File: src/rtl/mainfsm_ahb.sv
// Main control FSM of the multicycle ARM core with an AHB-attached memory.
// Sequences fetch/decode/execute/memory/writeback and stalls bus states on HReady.
module mainfsm_ahb (
    input  logic       clk,
    input  logic       reset,
    input  logic [1:0] Op,
    input  logic [5:0] Funct,
    input  logic       HReady,
    output logic       IRWrite,
    output logic       NextPC,
    output logic       RegW,
    output logic       MemW,
    output logic       Branch,
    output logic       ALUOp,
    output logic       AdrSrc,
    output logic [1:0] ALUSrcA,
    output logic [1:0] ALUSrcB,
    output logic [1:0] ResultSrc,
    output logic       MemReq,
    output logic       Undef,
    output logic [3:0] State
);

    typedef enum logic [3:0] {
        FETCH    = 4'd0,
        DECODE   = 4'd1,
        MEMADR   = 4'd2,
        MEMRD    = 4'd3,
        MEMWB    = 4'd4,
        MEMWR    = 4'd5,
        EXECUTER = 4'd6,
        EXECUTEI = 4'd7,
        ALUWB    = 4'd8,
        BRANCH   = 4'd9,
        UNKNOWN  = 4'd10
    } state_t;

    // Held as plain bits so the unused encodings 11-15 stay representable.
    logic [3:0] state_q;
    logic [3:0] state_d;

    logic unused_funct;
    assign unused_funct = ^Funct[4:1];

    always_ff @(posedge clk or posedge reset) begin
        if (reset)
            state_q <= FETCH;
        else
            state_q <= state_d;
    end

    always_comb begin
        state_d   = FETCH;
        IRWrite   = 1'b0;
        NextPC    = 1'b0;
        RegW      = 1'b0;
        MemW      = 1'b0;
        Branch    = 1'b0;
        ALUOp     = 1'b0;
        AdrSrc    = 1'b0;
        ALUSrcA   = 2'b00;
        ALUSrcB   = 2'b00;
        ResultSrc = 2'b00;
        MemReq    = 1'b0;
        Undef     = 1'b0;

        case (state_q)
            FETCH: begin
                MemReq    = 1'b1;
                ALUSrcA   = 2'b01;
                ALUSrcB   = 2'b10;
                ResultSrc = 2'b10;
                IRWrite   = HReady;
                NextPC    = HReady;
                state_d   = HReady ? DECODE : FETCH;
            end
            DECODE: begin
                ALUSrcA   = 2'b01;
                ALUSrcB   = 2'b10;
                ResultSrc = 2'b10;
                case (Op)
                    2'b00:   state_d = Funct[5] ? EXECUTEI : EXECUTER;
                    2'b01:   state_d = MEMADR;
                    2'b10:   state_d = BRANCH;
                    default: state_d = UNKNOWN;
                endcase
            end
            MEMADR: begin
                ALUSrcB = 2'b01;
                state_d = Funct[0] ? MEMRD : MEMWR;
            end
            MEMRD: begin
                MemReq  = 1'b1;
                AdrSrc  = 1'b1;
                state_d = HReady ? MEMWB : MEMRD;
            end
            MEMWB: begin
                ResultSrc = 2'b01;
                RegW      = 1'b1;
            end
            MEMWR: begin
                MemReq  = 1'b1;
                AdrSrc  = 1'b1;
                MemW    = 1'b1;
                state_d = HReady ? FETCH : MEMWR;
            end
            EXECUTER: begin
                ALUOp   = 1'b1;
                state_d = ALUWB;
            end
            EXECUTEI: begin
                ALUSrcB = 2'b01;
                ALUOp   = 1'b1;
                state_d = ALUWB;
            end
            ALUWB: begin
                RegW = 1'b1;
            end
            BRANCH: begin
                ALUSrcA   = 2'b10;
                ALUSrcB   = 2'b01;
                ResultSrc = 2'b10;
                Branch    = 1'b1;
            end
            UNKNOWN: begin
                Undef = 1'b1;
            end
            default: state_d = FETCH;
        endcase

        // Reset clears the state asynchronously, so selects already show FETCH; only enables need masking.
        if (reset) begin
            IRWrite = 1'b0;
            NextPC  = 1'b0;
            RegW    = 1'b0;
            MemW    = 1'b0;
            Branch  = 1'b0;
            MemReq  = 1'b0;
            Undef   = 1'b0;
        end
    end

    assign State = state_q;

endmodule

File: config.mk
export PLATFORM = sky130hd
export DESIGN_NAME = mainfsm_ahb
export DESIGN_NICKNAME = d
export VERILOG_FILES = /design/src/rtl/mainfsm_ahb.sv
export SDC_FILE = /design/constraint.sdc
export NUM_CORES = 1
export LEC_CHECK = 0
export ABC_AREA = 0
export CAP_MARGIN = 20
export CORE_MARGIN = 2
export CORE_UTILIZATION = 33
export CTS_CLUSTER_DIAMETER = 150
export CTS_CLUSTER_SIZE = 16
export DETAILED_ROUTE_END_ITERATION = 8
export GPL_ROUTABILITY_DRIVEN = 0
export PLACE_DENSITY_LB_ADDON = 0.3
export SLEW_MARGIN = 20
export SYNTH_ARGS = -nofsm -noshare
export SYNTH_HDL_FRONTEND = slang
export SYNTH_SLANG_ARGS = --single-unit
File: constraint.sdc
create_clock -name clk -period 1.9 [get_ports clk]
set_input_delay 0.57 -clock clk [delete_from_list [all_inputs] [get_ports clk]]
set_output_delay 0.57 -clock clk [all_outputs]
set_load 0.01 [all_outputs]
---- Word-level counts from Yosys, hierarchy flattened ----
Index checks and enable logic that the tools add are counted.
operators by class
  reductions and logical operators ........ 9
  eq/ne operators ......................... 12
  muxes and demuxes ....................... 24
operators with widths
  operator              count
  $pmux W4 S6           1
  $eq A4 B3 Y1 const B  4
  $mux W1               16
  $eq A4 B4 Y1 const B  3
  $pmux W2 S2           3
  $pmux W4 S3           1
  $mux W3               3
  $reduce_or A3 Y1      3
  $eq A4 B2 Y1 const B  2
  $reduce_or A2 Y1      4
  $eq A4 B1 Y1 const B  1
  $logic_not A4 Y1      1
  $eq A2 B1 Y1 const B  1
  $eq A2 B2 Y1 const B  1
  $logic_not A2 Y1      1
storage, ports and cells
  output and inout bits ................... 19
  logic and storage cells ................. 46
  register bits ........................... 4
  bits of input ports ..................... 11

---- Logic depth before layout (Yosys ltp) ----
  word-level depth ........................ 4
  gate-level depth with buffers ........... 5

---- Least setup slack after synthesis ----
Ideal clock, no wire load.
  path type ............................... register to output
  start point ............................. register state_q[1], in the netlist State[1]
  end point ............................... output port NextPC
  slack ................................... -0.121 ns
  data required time ...................... 1.330 ns
  path buffers ............................ 3
  arrival time ............................ 1.451 ns
  cell stages (with the launch flop) ...... 5
  cells stage by stage .................... dfrtp_1 buf_6 buf_2 nor4_1 buf_4
on the way
  longest elaborated chain between the ends .. 3
ends and longest elaborated chain
  element                   line  source
  start: declaration        39    logic [3:0] state_q;
  start signal: assignment  49    state_q <= state_d;
  $logic_not A4 Y1          -
  $mux W1 (2 in a row)      -
  end: declaration          10    output logic NextPC,
No other way between the ends.

---- Worst setup path after layout ----
  start point ............................. register state_q[0], in the netlist State[0]
  end point ............................... output port ALUSrcB[0]
on the way
  longest elaborated chain between the ends .. 3
ends and longest elaborated chain
  element                                                                       line  source
  $eq A4 B3 Y1 (tied with other cells)                                          67    case (state_q)
  $reduce_or A3 Y1 (no source line) / $reduce_or A2 Y1 (equally long branches)  -
  $pmux W2 S2 *                                                                 67
  end: declaration                                                              17    output logic [1:0] ALUSrcB,
Mark *: on every way between the ends. The rest lies on a longest branch, timed or not.

==> impl_metrics.toml <==
[logic_synthesis]
synth.area.top_cells = "dfrtp_1 (23%), nor3_1 (5.7%), nor2_1 (4.3%)"
synth_edf_count = 0
syn-num-nets = 68
synth_simple_gate_area_share = 0.422
synth_flop_cell = "dfrtp_1"
synthXorXnorAreaFrac = 0.0402
ys_warn_count = 0
synth_cells = 57
netlist_area_um2 = 435
yosys-top-cells-count = "nor2_1 (5), nor3_1 (5), dfrtp_1 (4), nand2_1 (4)"
synthArstFlopShare = 1.00
synth_fa_ha_area_frac = 0
ys_types = 30
synth_top_family_by_area = "simple AND/OR/NAND/NOR gates"
syn_avg_cell_area_um2 = 7.64
yosysTopAreaCell = "dfrtp_1"
synth_seq_cells = 4
yosysSeqAreaShare = 0.230
muxShareOfSynthArea = 0.0230
synthDominantCellAreaShare = 0.230
synth_compound_area_frac = 0.167

[timing]
hold_slack_ps = 440
rsz0062_at_grt = "yes"
hold_viol_final = 0
slew_violations = 0
fmax_mhz = 494
fin_skew_ps = 3.60
post-route-min-period_ps = 2020
slew_headroom = 0.845
fin_ws_ps = -124
tightest_slew_ps = 233
min_period_over_period = 1.07
finalSetupViolations = 9

[final_layout]
fin_util = 0.810
fin_cells = 131
nets = 129
largest_reg_flops = 4
drive_gt1_frac = 0.647
area_growth_pct = 136
n_antenna_cell = 0

[routing]
wirelength_mm = 1.88
drt_first_pass_iters = 6
vias = 662
ant_nets = 0
drt_iter0_drc = 6
wl_per_cell_um = 14.4
vias_per_cell = 5.05
drc = 0

[worst_setup_path]
worstPathRequired_ps = 1330
arrival_ps = 1450
start_kind = "flip-flop"
path_cells = "buf_6 > buf_6 > buf_6 > nor3b_2 > a21oi_1 > o21ai_1 > buf_2"
cpPeakStageDelay_ps = 400
critPathCaptureType = "primary output"
worstSetupPathType = "reg -> out"
path_max_fanout = 4
cp_slowest_cell = "dfrtp_2"
cp_common_cell = "buf_6"

[clock_tree]
clkTransAtPathRegs_ps = 40
cts_root_buffer = "clkbuf_4"
htreeDepth = 1
cts_made_buffers = 3
clock_sinks = 4
cts_tree = "built"
postCtsHoldBufs = 0
clock_latency_ps = 240
cts_buffer_depth = 2

[hold_path]
hold_class = "in -> async"

[placement]
dp_slack_ps = -673
portBuffers = 25
dp_cells = 109
hpwl_mm = 1.02

[global_route]
grt_overflow = 0
grt_max_degree = 11
antenna_found_initial = 0
grt_first_pass_wirelength_mm = 2.29
grt_pass1_vias = 551
track_usage = 0.219

[run_status]
violations = "negative setup slack"
run_status = "finished with violations"

[die]
die_area_um2 = 1630
dieHeight_um = 40.3
die_w_um = 40.3
row_count = 13
initial_utilization = 0.343
core_area_um2 = 1270
pin_count = 30

[flow_run]
drv_cap = 0

[pwr]
p_per_area_nw_per_um2 = 1630
ir_drop_v = 0.00113
p_leak_nw = 0.516
==> per-layer routing <==
layer	global-route usage	wire, um	vias up	share of wire
met5	0	0	-	0
met4	0.117	15	0	0.0080
met3	0.0611	93	2	0.049
met2	0.381	1010	28	0.54
met1	0.237	761	313	0.40
li1	-	-	319	-
==> placed cells by master, fill, tap and decap left out, types with 4 or more instances in the layout <==
| cell type | count |
|---|---|
| buf_4 | 25 |
| buf_2 | 12 |
| buf_6 | 13 |
| clkdlybuf4s50_1 | 4 |
| nor3_1 | 5 |
==> cells by family (layout without fill, tap and decap cells) <==
| family | Yosys count | after routing |
|---|---|---|
| mux | 1 | 1 |
| compound gates | 11 | 11 |
| simple gates | 30 | 30 |
| xor+xnor | 2 | 2 |
| buf+inv | 9 | 68 |
| flops | 4 | 4 |
==> critical path: cells and delay by family (launching register included) <==
family,cells,cell delay (ps)
DFF,1,400
buffers and inverters,4,480
AOI/OAI and AO/OA,2,170
and+or+nand+nor,1,160
==> cell type report <==
cell class / count / area [um^2]
flip-flops and latches: 4 / 104
well taps: 15 / 18.8
multi-input cells: 44 / 373
repair buffers: 62 / 498
fillers: 74 / 241
inverters: 3 / 11.3
clock buffers: 3 / 22.5
==> metrics by stage <==
step | instance area, um^2 | TNS, ps | total power, W
floorplan | 443 | 0 | 0.000649
global placement | 807 | -5110 | 0.00118
detailed placement | 807 | -5480 | 0.00119
CTS | 928 | -751 | 0.00146
global route | 1030 | -1090 | 0.00177
finish | 1030 | -535 | 0.00167
==> path summary, 6_finish.rpt <==
kind	slack (ps)	to	cells past startpoint	start
max	-120	ALUSrcB[0]	7	State[0]
min	440	State[0]	2	reset
max reg2reg	450	State[2]	5	State[0]
min reg2reg	750	State[3]	3	State[3]
max in group asynchronous	1290	State[2]	2	reset
min in group clk	750	State[3]	3	State[3]
==> power by group <==
group          leakage [nW]  internal, W  switching [W]
logic                 0.455     0.000794       0.000606
clock network        0.0138    0.0000708      0.0000371
registers            0.0478     0.000126      0.0000380
total                 0.516     0.000990       0.000681
==> what timing repair did <==
| action | CTS | global route |
|---|---|---|
| setup buffers | 15 | 6 |
| setup endpoints to repair | 17 | 14 |
| gates resized for setup | 73 | 28 |
| pin swaps | 7 | 7 |
No activity file was read; power rests on OpenSTA's default activity.
